`config.mk`:
```
export PLATFORM = sky130hd
export DESIGN_NAME = ram1p_burst_ctrl_flat
export DESIGN_NICKNAME = d
export VERILOG_FILES = /design/src/rtl/ram1p_burst_ctrl_if.sv /design/src/rtl/ram1p_burst_ctrl.sv /design/src/flat_wrapper.sv
export SDC_FILE = /design/constraint.sdc
export NUM_CORES = 1
export LEC_CHECK = 0
export BUFFER_PORTS_ARGS = -buffer_cell sky130_fd_sc_hd__buf_4
export CORE_AREA = 2 2 219 221
export CTS_BUF_LIST = sky130_fd_sc_hd__clkbuf_8
export DETAILED_ROUTE_END_ITERATION = 8
export DIE_AREA = 0 0 221 223
export HOLD_SLACK_MARGIN = 0.1
export SLEW_MARGIN = 20
export SYNTH_ARGS = -nofsm -noshare
export SYNTH_HDL_FRONTEND = slang
export SYNTH_SLANG_ARGS = --single-unit
```
`constraint.sdc`:
```
create_clock -name clk -period 13.6 [get_ports clk]
set_input_delay 4.08 -clock clk [delete_from_list [all_inputs] [get_ports clk]]
set_output_delay 4.08 -clock clk [all_outputs]
set_load 0.02 [all_outputs]
```
`src/rtl/ram1p_burst_ctrl_if.sv`:
```
// Command, write-data and read-data channels between a burst requester and ram1p_burst_ctrl.
interface ram1p_burst_ctrl_if #(
    parameter int AW    = 6,
    parameter int WIDTH = 128,
    parameter int LW    = 2
);
    localparam int BW = (WIDTH - 1) / 8 + 1;

    logic             req_valid;
    logic             req_ready;
    logic             req_write;
    logic [AW-1:0]    req_addr;
    logic [LW-1:0]    req_len;
    logic             wdata_valid;
    logic             wdata_ready;
    logic [WIDTH-1:0] wdata;
    logic [BW-1:0]    wbe;
    logic             rdata_valid;
    logic             rdata_ready;
    logic [WIDTH-1:0] rdata;
    logic             rdata_last;

    modport master (
        output req_valid, req_write, req_addr, req_len, wdata_valid, wdata, wbe, rdata_ready,
        input  req_ready, wdata_ready, rdata_valid, rdata, rdata_last
    );

    modport slave (
        input  req_valid, req_write, req_addr, req_len, wdata_valid, wdata, wbe, rdata_ready,
        output req_ready, wdata_ready, rdata_valid, rdata, rdata_last
    );
endinterface

```
`src/rtl/ram1p_burst_ctrl.sv`:
```
// Burst sequencer for a single-port byte-writable SRAM with a 2-entry read skid buffer.
// Define RAM1P_BURST_ZERO_INIT_EN to zero-fill the whole array after reset.
module ram1p_burst_ctrl #(
    parameter int  DEPTH    = 64,
    parameter int  WIDTH    = 128,
    parameter int  MAXBEATS = 4,
    localparam int AW       = $clog2(DEPTH),
    localparam int BW       = (WIDTH - 1) / 8 + 1,
    localparam int LW       = $clog2(MAXBEATS)
) (
    input  logic                     clk,
    input  logic                     reset,
    ram1p_burst_ctrl_if.slave        bus,
    output logic                     init_done,
    output logic                     ram_ce,
    output logic                     ram_we,
    output logic [AW-1:0]            ram_addr,
    output logic [WIDTH-1:0]         ram_din,
    output logic [BW-1:0]            ram_bwe,
    input  logic [WIDTH-1:0]         ram_dout
);
    typedef enum logic [2:0] {S_INIT, S_IDLE, S_WRITE, S_READ, S_DRAIN} state_t;

    state_t           state_reg, state_next;
    logic [AW-1:0]    addr_reg, addr_next, addr_inc;
    logic [LW-1:0]    cnt_reg, cnt_next;
    logic             init_done_reg, init_done_next;
    logic             inflight_reg, inflight_next;
    logic             inflight_last_reg, inflight_last_next;
    logic             wr_ptr_reg, rd_ptr_reg;
    logic [1:0]       occ_reg;
`ifdef RAM1P_BURST_ZERO_INIT_EN
    logic [AW-1:0]    init_cnt_reg, init_cnt_next;
`endif

    logic             rdata_valid_c, pop;
    logic             req_ready_c, wdata_ready_c, ce_c, we_c;
    logic [AW-1:0]    ram_addr_c;
    logic [WIDTH-1:0] ram_din_c;
    logic [BW-1:0]    ram_bwe_c;

    assign addr_inc      = (addr_reg == AW'(DEPTH - 1)) ? '0 : addr_reg + AW'(1);
    assign rdata_valid_c = (occ_reg != 2'd0);
    assign pop           = rdata_valid_c & bus.rdata_ready;

    always_ff @(posedge clk) begin
        if (!reset) begin
            state_reg         <= S_INIT;
            addr_reg          <= '0;
            cnt_reg           <= '0;
            init_done_reg     <= 1'b0;
            inflight_reg      <= 1'b0;
            inflight_last_reg <= 1'b0;
            wr_ptr_reg        <= 1'b0;
            rd_ptr_reg        <= 1'b0;
            occ_reg           <= 2'd0;
        end else begin
            state_reg         <= state_next;
            addr_reg          <= addr_next;
            cnt_reg           <= cnt_next;
            init_done_reg     <= init_done_next;
            inflight_reg      <= inflight_next;
            inflight_last_reg <= inflight_last_next;
            if (inflight_reg)
                wr_ptr_reg <= ~wr_ptr_reg;
            if (pop)
                rd_ptr_reg <= ~rd_ptr_reg;
            // Capture and pop in the same cycle cancel out.
            occ_reg <= occ_reg + {1'b0, inflight_reg} - {1'b0, pop};
        end
    end

`ifdef RAM1P_BURST_ZERO_INIT_EN
    always_ff @(posedge clk) begin
        if (!reset)
            init_cnt_reg <= '0;
        else
            init_cnt_reg <= init_cnt_next;
    end
`endif

    // Skid entries hold no reset: occupancy alone decides what is valid.
    for (genvar gi = 0; gi < 2; gi++) begin : g_skid
        logic [WIDTH-1:0] data_reg;
        logic             last_reg;
        always_ff @(posedge clk) begin
            if (inflight_reg && (wr_ptr_reg == 1'(gi))) begin
                data_reg <= ram_dout;
                last_reg <= inflight_last_reg;
            end
        end
    end

    always_comb begin
        state_next         = state_reg;
        addr_next          = addr_reg;
        cnt_next           = cnt_reg;
        init_done_next     = init_done_reg;
        inflight_next      = 1'b0;
        inflight_last_next = inflight_last_reg;
`ifdef RAM1P_BURST_ZERO_INIT_EN
        init_cnt_next      = init_cnt_reg;
`endif
        req_ready_c        = 1'b0;
        wdata_ready_c      = 1'b0;
        ce_c               = 1'b0;
        we_c               = 1'b0;
        ram_addr_c         = addr_reg;
        ram_din_c          = '0;
        ram_bwe_c          = '0;

        case (state_reg)
            S_INIT: begin
`ifdef RAM1P_BURST_ZERO_INIT_EN
                ce_c       = 1'b1;
                we_c       = 1'b1;
                ram_addr_c = init_cnt_reg;
                ram_bwe_c  = '1;
                if (init_cnt_reg == AW'(DEPTH - 1)) begin
                    state_next     = S_IDLE;
                    init_done_next = 1'b1;
                end else begin
                    init_cnt_next = init_cnt_reg + AW'(1);
                end
`else
                state_next     = S_IDLE;
                init_done_next = 1'b1;
`endif
            end
            S_IDLE: begin
                req_ready_c = init_done_reg & ~rdata_valid_c & ~inflight_reg;
                if (req_ready_c && bus.req_valid) begin
                    addr_next  = bus.req_addr;
                    cnt_next   = bus.req_len;
                    state_next = bus.req_write ? S_WRITE : S_READ;
                end
            end
            S_WRITE: begin
                wdata_ready_c = 1'b1;
                if (bus.wdata_valid) begin
                    ce_c      = 1'b1;
                    we_c      = 1'b1;
                    ram_din_c = bus.wdata;
                    ram_bwe_c = bus.wbe;
                    addr_next = addr_inc;
                    cnt_next  = cnt_reg - LW'(1);
                    if (cnt_reg == '0)
                        state_next = S_IDLE;
                end
            end
            S_READ: begin
                // Issue only if the result is guaranteed a skid slot on return.
                if ((occ_reg == 2'd0) || (occ_reg == 2'd1 && !inflight_reg) || pop) begin
                    ce_c               = 1'b1;
                    inflight_next      = 1'b1;
                    inflight_last_next = (cnt_reg == '0);
                    addr_next          = addr_inc;
                    cnt_next           = cnt_reg - LW'(1);
                    if (cnt_reg == '0)
                        state_next = S_DRAIN;
                end
            end
            S_DRAIN: begin
                if (!rdata_valid_c && !inflight_reg)
                    state_next = S_IDLE;
            end
            default: state_next = S_INIT;
        endcase
    end

    assign bus.req_ready   = reset & req_ready_c;
    assign bus.wdata_ready = reset & wdata_ready_c;
    assign bus.rdata_valid = reset & rdata_valid_c;
    assign bus.rdata       = rd_ptr_reg ? g_skid[1].data_reg : g_skid[0].data_reg;
    assign bus.rdata_last  = reset & rdata_valid_c &
                             (rd_ptr_reg ? g_skid[1].last_reg : g_skid[0].last_reg);
    assign init_done       = reset & init_done_reg;
    assign ram_ce          = reset & ce_c;
    assign ram_we          = reset & we_c;
    assign ram_addr        = ram_addr_c;
    assign ram_din         = ram_din_c;
    assign ram_bwe         = reset ? ram_bwe_c : '0;
endmodule

```
`src/flat_wrapper.sv`:
```
// flat-port wrapper written by rule: the top's interface ports become plain ports
module ram1p_burst_ctrl_flat 
#(
    parameter int  DEPTH    = 64,
    parameter int  WIDTH    = 128,
    parameter int  MAXBEATS = 4,
    localparam int AW       = $clog2(DEPTH),
    localparam int BW       = (WIDTH - 1) / 8 + 1,
    localparam int LW       = $clog2(MAXBEATS)
)
  (clk, reset, init_done, ram_ce, ram_we, ram_addr, ram_din, ram_bwe, ram_dout, bus_req_valid, bus_req_write, bus_req_addr, bus_req_len, bus_wdata_valid, bus_wdata, bus_wbe, bus_rdata_ready, bus_req_ready, bus_wdata_ready, bus_rdata_valid, bus_rdata, bus_rdata_last);
  ram1p_burst_ctrl_if #(.AW(($clog2(DEPTH))), .WIDTH(WIDTH), .LW(($clog2(MAXBEATS)))) bus_i ();
  input  logic clk;
  input  logic reset;
  output logic init_done;
  output logic ram_ce;
  output logic ram_we;
  output logic [AW-1:0] ram_addr;
  output logic [WIDTH-1:0] ram_din;
  output logic [BW-1:0] ram_bwe;
  input  logic [WIDTH-1:0] ram_dout;
  input wire logic [$bits(bus_i.req_valid)-1:0] bus_req_valid;
  input wire logic [$bits(bus_i.req_write)-1:0] bus_req_write;
  input wire logic [$bits(bus_i.req_addr)-1:0] bus_req_addr;
  input wire logic [$bits(bus_i.req_len)-1:0] bus_req_len;
  input wire logic [$bits(bus_i.wdata_valid)-1:0] bus_wdata_valid;
  input wire logic [$bits(bus_i.wdata)-1:0] bus_wdata;
  input wire logic [$bits(bus_i.wbe)-1:0] bus_wbe;
  input wire logic [$bits(bus_i.rdata_ready)-1:0] bus_rdata_ready;
  output wire logic [$bits(bus_i.req_ready)-1:0] bus_req_ready;
  output wire logic [$bits(bus_i.wdata_ready)-1:0] bus_wdata_ready;
  output wire logic [$bits(bus_i.rdata_valid)-1:0] bus_rdata_valid;
  output wire logic [$bits(bus_i.rdata)-1:0] bus_rdata;
  output wire logic [$bits(bus_i.rdata_last)-1:0] bus_rdata_last;
  assign bus_i.req_valid = bus_req_valid;
  assign bus_i.req_write = bus_req_write;
  assign bus_i.req_addr = bus_req_addr;
  assign bus_i.req_len = bus_req_len;
  assign bus_i.wdata_valid = bus_wdata_valid;
  assign bus_i.wdata = bus_wdata;
  assign bus_i.wbe = bus_wbe;
  assign bus_i.rdata_ready = bus_rdata_ready;
  assign bus_req_ready = bus_i.req_ready;
  assign bus_wdata_ready = bus_i.wdata_ready;
  assign bus_rdata_valid = bus_i.rdata_valid;
  assign bus_rdata = bus_i.rdata;
  assign bus_rdata_last = bus_i.rdata_last;
  ram1p_burst_ctrl #(.DEPTH(DEPTH), .WIDTH(WIDTH), .MAXBEATS(MAXBEATS)) u_core (.clk(clk), .reset(reset), .bus(bus_i), .init_done(init_done), .ram_ce(ram_ce), .ram_we(ram_we), .ram_addr(ram_addr), .ram_din(ram_din), .ram_bwe(ram_bwe), .ram_dout(ram_dout));
endmodule
```
After elaboration in Yosys (flattened, before gate mapping)

Index checks and enable logic that the tools add are counted.

Register bits after elaboration: 276
Output and inout bits: 285
Word-level logic and storage cells: 91

Add/sub/neg operators: 4
Eq/ne operators: 12
Multiplexer cells: 30
Bitwise logic cells: 14
Reductions and logical operators: 18

Operator list:

| operator              | count |
|---|---|
| $mux W128             | 3 |
| $mux W16              | 3 |
| $mux W6               | 4 |
| $mux W3               | 6 |
| $pmux W6 S3           | 1 |
| $pmux W3 S5           | 1 |
| $and A1 B1 Y1         | 10 |
| $ne A2 B1 Y1 const B  | 5 |
| $mux W1               | 7 |
| $add A6 B1 Y6 const B | 1 |
| $eq A3 B2 Y1 const B  | 2 |
| $eq A6 B6 Y1 const B  | 1 |
| $mux W2               | 3 |
| $pmux W2 S3           | 1 |
| $reduce_and A6 Y1     | 1 |
| $logic_and A1 B1 Y1   | 5 |
| $logic_not A2 Y1      | 2 |
| $not A1 Y1            | 4 |
| $reduce_and A2 Y1     | 2 |
| $reduce_and A4 Y1     | 1 |
| $eq A3 B1 Y1 const B  | 1 |
| $eq A3 B3 Y1 const B  | 1 |
| $logic_not A3 Y1      | 1 |
| $reduce_bool A3 Y1    | 1 |
| other kinds (9)       | 11 |

Depth between registers and ports, before layout

Gate-level depths: netlist (run 1).

Depth in word-level cells: 7
Depth in mapped cells: 7
Mapped depth without buffers: 7

Worst setup path after synthesis (run 1)

OpenSTA, ideal clock, no wires.

Kind: input to output
From: input port reset
To: output port bus_req_ready
Data arrival time: 5170 ps
Required time: 9520 ps
Slack: 4350 ps
Stages: 3
Cell sequence: buf_6 clkinv_1 nor4b_1

Longest elaborated chain between the ends: 1

Ends and longest elaborated chain:

| what            | line                    | text |
|---|---|---|
| start, declared | flat_wrapper.sv:14      | `input logic reset;` |
| $and A1 B1 Y1   | ram1p_burst_ctrl.sv:171 | `assign bus.req_ready = reset & req_ready_c;` |
| end, declared   | flat_wrapper.sv:30      | `output wire logic [$bits(bus_i.req_ready)-1:0] bus_req_ready;` |

No other way between the ends.

Final worst setup path (run 1)

From: input port bus_wdata_valid
To: output port ram_din[86]

Longest elaborated chain between the ends: 2

Ends and longest elaborated chain:

| what            | line                    | text |
|---|---|---|
| start, declared | flat_wrapper.sv:26      | `input wire logic [$bits(bus_i.wdata_valid)-1:0] bus_wdata_valid;` |
| $mux W128       | ram1p_burst_ctrl.sv:140 | `if (bus.wdata_valid) begin` |
| $mux W128       | ram1p_burst_ctrl.sv:112 | `case (state_reg)` |
| end, declared   | flat_wrapper.sv:19      | `output logic [WIDTH-1:0] ram_din;` |

No other way between the ends.

==> impl_metrics.py, run 1 <==
metrics = {
    "synthesis": {
        "synth_top_cell_by_area": "edfxtp_1",
        "synthCells": 708,
        "postSynthAreaPerCell_sq_um": 16.1,
        "ys_seq_area_frac": 0.710,
        "synth_ff_type": "edfxtp_1",
        "synth_cell_types": 51,
        "ys.warnings.count": 0,
        "synth.area.top_cells": "edfxtp_1 68%, mux2_2 13%, and2_1 7.2%",
        "synth_seq_cells": 276,
        "syn_nets": 998,
        "synth_edf_count": 258,
        "netlist_area_sq_um": 11400,
        "yosys.area.top_type_share": 0.678,
        "synthArstFlopShare": 0,
    },
    "layout": {
        "layout_common_cells": "577 x buf_4, 258 x edfxtp_1, 132 x and2_1",
        "area_growth_pct": 51.1,
        "seqCellArea_sq_um": 8110,
        "drive_gt1_frac": 0.583,
        "layout_commonest_cell": "buf_4",
        "largest_reg_flops": 256,
        "multi_input_area_sq_um": 3100,
        "nets": 1586,
        "num-fill-cells": 4657,
    },
    "timing": {
        "setup_violations": 0,
        "maxSlewViolCount": 0,
        "clock-skew-final_ps": 22.2,
        "min_period_over_period": 0.733,
        "finalHoldViolCount": 0,
        "period_minus_slack_ps": 9970,
        "rsz0062_at_grt": "false",
        "timing.fmax_mhz": 100,
        "fin_setup_tns_ps": 0,
        "worst_slack_ps": 3630,
        "slew_headroom": 0.363,
        "tightest_slew_ps": 956,
    },
    "worst_setup_path": {
        "r2r_slack_ps": 10470,
        "arrival_ps": 5890,
        "crit_fanout": 99,
        "max_stage_delay_ps": 650,
        "crit_buf_inv": 3,
        "path_class": "in2out",
        "crit_top_cell": "buf_4",
        "crit_family": "buffers and inverters",
        "cp_cell_sequence": "buf_4 -> and4bb_4 -> buf_4 -> and2_1 -> buf_4",
        "start_kind": "input port",
        "cp.required_ps": 9520,
        "cp_slowest_cell": "buf_4",
        "cp-end-kind": "output pin",
        "r2r-start": "u_core.inflight_reg",
        "startpoint": "bus_wdata_valid",
    },
    "outcome": {
        "status": "finished, final reports clean",
    },
    "cts": {
        "numCtsBuffers": 48,
        "cts-htree-levels": 2,
        "cts.sink_count": 276,
        "cts_resized": 0,
        "cts_tree": "built",
        "cts_max_path_buffers": 3,
        "post_cts_buffers": 0,
        "hold_buffers": 0,
        "clkLatencyLatePin_ps": 590,
        "clk_pin_slew_ps": 60,
        "root_buffer": "clkbuf_8",
    },
    "power_and_ir_drop": {
        "p_leak_uw": 0.00707,
        "power_density_nw_per_um2": 137,
        "ir_drop_mv": 0.0653,
    },
    "place": {
        "numPortBuffers": 570,
        "dp_hpwl_um": 32500,
        "routabilityCongestion": 1.00,
        "pre_cts_ws_ps": 3620,
    },
    "floorplanning": {
        "die_y_um": 223,
        "io_pins": 571,
        "core.rowCount": 80,
        "die-area_sq_um": 49300,
        "initial_core_util": 0.242,
        "die_w_um": 221,
        "coreArea_sq_um": 47100,
    },
    "global_routing": {
        "grt_pass1_wl_um": 58400,
        "track_usage": 0.161,
        "grt-ovfl-total": 0,
        "grt_start_max_net_pins": 100,
        "antenna_found_initial": 8,
        "grt_pass1_vias": 8811,
    },
    "route": {
        "drt-pass1-iter-count": 4,
        "drc": 0,
        "wl_um": 41900,
        "drtIter0Drc": 360,
        "avgRoutedWirePerCell_um": 21.5,
        "antenna_left": 0,
        "vias": 8363,
        "detail_route.vias_per_cell": 4.29,
    },
    "min_path": {
        "hold_path_class": "reg2reg",
        "hold_path.startpoint": "u_core.inflight_last_reg",
    },
    "flow_run": {
        "drv_cap": 0,
    },
}
cells by family after synthesis:
logic type | after synthesis | share of synthesized area
AO/OA/AOI/OAI | 36 | 0.0244
flip-flops | 276 | 0.710
XOR/XNOR | 5 | 0.00383
AND/OR/NAND/NOR | 210 | 0.109
multiplexers | 130 | 0.128
adder cells (fa/ha/maj) | 4 | 0.00438
buffers and inverters | 47 | 0.0206
per-layer routing:
layer	part of all wire	wire length [um]	up-vias	GRT usage
li1	-	-	3817	-
met1	0.33	13900	4069	0.152
met2	0.53	22200	388	0.298
met3	0.093	3900	79	0.0718
met4	0.043	1810	10	0.0734
met5	0.0016	68	-	0
area by class of cell:
cell class / count / area share
sequential: 276 / 0.470
timing repair buffer: 577 / 0.251
multi-input combinational: 385 / 0.179
tap: 615 / 0.0446
clock buffer: 50 / 0.0399
clock inverter: 34 / 0.0130
inverter: 8 / 0.00174
antenna: 5 / 0.000725
stage by stage:
| stage | util | cell area [sq um] | total power, uW | std cells | hold WS, ps |
|---|---|---|---|---|---|
| 4_1_cts | 0.366 | 17300 | 2420 | 1945 | 473 |
| 6_report | 0.366 | 17300 | 2370 | 1950 | 471 |
| 3_5_place_dp | 0.347 | 16300 | 1670 | 1861 | 447 |
| 3_3_place_gp | 0.347 | 16300 | 1660 | 1861 | 459 |
| 2_1_floorplan | - | 11400 | 1370 | 708 | 425 |
| 5_1_grt | 0.366 | 17300 | 2480 | 1947 | 498 |
worst reg2reg max path, stage by stage (launching register included):
cell and delay, ps:
dfxtp_1 480, inv_1 140, nor2_4 630, buf_4 720, buf_4 730
worst paths after layout:
check,cells after the start,end
min,0,u_core.g_skid[0].last_reg
min reg2reg,0,u_core.g_skid[0].last_reg
max,5,ram_din[86]
max reg2reg,4,u_core.g_skid[0].data_reg[12]
cell usage after synthesis, types with 2 or more instances:
| cell | count |
|---|---|
| xnor2_1 | 4 |
| buf_6 | 5 |
| mux2i_1 | 2 |
| o32ai_1 | 2 |
| mux2_2 | 128 |
| o211ai_1 | 2 |
| and3_1 | 17 |
| clkbuf_1 | 17 |
| nand4_1 | 2 |
| a211oi_1 | 4 |
| a221oi_1 | 2 |
| nand2_1 | 11 |
| edfxtp_1 | 258 |
| dfxtp_1 | 18 |
| nand2b_1 | 2 |
| a311oi_1 | 4 |
| buf_1 | 4 |
| nor2_1 | 19 |
| nor3_1 | 8 |
| o21ai_0 | 3 |
| nor2b_1 | 4 |
| ha_1 | 4 |
| a21oi_1 | 7 |
| and2_1 | 132 |
| buf_2 | 12 |
| inv_1 | 6 |
| nand3_1 | 7 |
power breakdown:
part | total, uW | internal [uW] | switching (uW) | leakage (uW)
clock network | 730 | 397 | 334 | 0.000523
logic | 660 | 314 | 346 | 0.00408
registers | 979 | 956 | 22.7 | 0.00247
total | 2370 | 1670 | 703 | 0.00707
No activity file was read; power rests on OpenSTA's default activity.
==> inputs of run 2 (changes only) <==
==> constraint.sdc (replaced) <==
create_clock -name clk -period 8.4 [get_ports clk]
set_input_delay 2.52 -clock clk [delete_from_list [all_inputs] [get_ports clk]]
set_output_delay 2.52 -clock clk [all_outputs]
set_load 0.02 [all_outputs]
==> run 2 against run 1 <==
Against the previous run: register-to-register slack got worse by 4900 ps; final area rose by 0.62%; non-clock buffer count rose by 1; largest cell class unchanged; largest power group unchanged.
==> impl_metrics.py, run 2 (synthesis gave the netlist of run 1 again) <==
metrics = {
    "floorplanning": {
        "die_y_um": 223,
        "initial_core_util": 0.242,
        "die-area_sq_um": 49300,
        "coreArea_sq_um": 47100,
        "core.rowCount": 80,
        "io_pins": 571,
        "die_w_um": 221,
    },
    "worst_setup_path": {
        "r2r_cells": 3,
        "r2r_slack_ps": 5620,
        "reg2reg_to": "u_core.g_skid[1].data_reg[37]",
        "cp_slowest_cell": "nor4b_1",
        "startpoint": "reset",
        "arrival_ps": 4160,
        "crit_fanout": 27,
        "cp-end-kind": "output pin",
        "crit_top_cell": "buf_4",
        "start_kind": "input port",
        "r2r-start": "u_core.inflight_reg",
        "path_class": "in2out",
        "crit_end": "bus_req_ready",
        "max_stage_delay_ps": 590,
        "cp.required_ps": 5880,
        "cp_cell_sequence": "buf_4 -> clkinv_1 -> nor4b_1 -> buf_4",
    },
    "place": {
        "routabilityCongestion": 0.962,
        "numPortBuffers": 570,
        "dp_hpwl_um": 32900,
        "pre_cts_ws_ps": 1660,
    },
    "global_routing": {
        "grt_start_max_net_pins": 148,
        "grt-ovfl-total": 0,
        "grt_pass1_vias": 8718,
        "grt_pass1_wl_um": 58300,
        "antenna_found_initial": 5,
        "track_usage": 0.161,
    },
    "cts": {
        "cts.sink_count": 276,
        "post_cts_buffers": 0,
        "numCtsBuffers": 48,
        "root_buffer": "clkbuf_8",
        "hold_buffers": 0,
        "clk_pin_slew_ps": 50,
        "cts_tree": "built",
        "clkLatencyLatePin_ps": 580,
        "cts_max_path_buffers": 3,
        "cts-htree-levels": 2,
        "cts_resized": 0,
    },
    "min_path": {
        "whs_path_depth": 0,
        "hold_path_class": "reg2reg",
    },
    "timing": {
        "slew_headroom": 0.459,
        "min_period_over_period": 0.795,
        "maxSlewViolCount": 0,
        "worst_slack_ps": 1720,
        "finalHoldViolCount": 0,
        "fin_setup_tns_ps": 0,
        "clock-skew-final_ps": 23.3,
        "timing.fmax_mhz": 150,
        "tightest_slew_ps": 811,
        "setup_violations": 0,
        "hold-worst-slack_ps": 461,
        "period_minus_slack_ps": 6680,
        "rsz0062_at_grt": "false",
    },
    "flow_run": {
        "drv_cap": 0,
    },
    "layout": {
        "drive_gt1_frac": 0.580,
        "layout_commonest_cell": "buf_4",
        "final_util": 0.368,
        "area_growth_pct": 52.0,
        "layout_common_cells": "576 x buf_4, 258 x edfxtp_1, 132 x and2_1",
        "nets": 1587,
        "largest_reg_flops": 256,
    },
    "route": {
        "drt-pass1-iter-count": 4,
        "avgRoutedWirePerCell_um": 21.3,
        "antenna_left": 0,
        "vias": 8352,
        "detail_route.vias_per_cell": 4.27,
        "drtIter0Drc": 410,
        "drc": 0,
        "wl_um": 41700,
    },
    "power_and_ir_drop": {
        "ir_drop_mv": 0.123,
        "p_leak_uw": 0.00711,
        "power_density_nw_per_um2": 225,
    },
    "outcome": {
        "status": "finished, final reports clean",
    },
}
==> run 2: critical path: cells and delay by family <==
kind / cells / cell delay, ps
buffers and inverters: 3 / 1030
and+or+nand+nor: 1 / 590
==> run 2: area by class of cell <==
cell class                 count  area (sq um)
antenna                        4          10.0
clock buffer                  50           688
clock inverter                40           294
fill                        4583         29800
inverter                       8          30.0
multi-input combinational    385          3100
sequential                   276          8110
tap                          615           769
timing repair buffer         578          4370
==> run 2: worst min path at each step <==
stage	from	endpoint	slack, ps
final	u_core.inflight_last_reg	u_core.g_skid[1].last_reg	460
after global routing	u_core.inflight_last_reg	u_core.g_skid[1].last_reg	490
after CTS	u_core.inflight_last_reg	u_core.g_skid[1].last_reg	470
after detailed placement	u_core.inflight_last_reg	u_core.g_skid[1].last_reg	460
after global placement	u_core.cnt_reg[1]	u_core.cnt_reg[1]	460
after floorplan	u_core.inflight_last_reg	u_core.g_skid[0].last_reg	430
==> run 2: layer usage <==
layer / GRT usage / share of wire / wire length (um)
met2: 0.291 / 0.52 / 21800
met5: 0 / 0 / 0
met3: 0.0579 / 0.083 / 3480
met4: 0.0844 / 0.048 / 2000
met1: 0.162 / 0.35 / 14400
==> run 2: through the flow <==
stage	area (sq um)	cells	total power (uW)
after floorplan	11400	708	2220
after global placement	16300	1860	2700
after detailed placement	16300	1860	2700
after CTS	17300	1950	3970
after global routing	17400	1956	4070
final	17400	1956	3910
==> run 2: report_power, final <==
part	switching [uW]	internal [uW]	leakage (uW)	total [uW]
logic	539	509	0.00409	1050
registers	64.0	1550	0.00247	1610
clock network	539	707	0.000546	1250
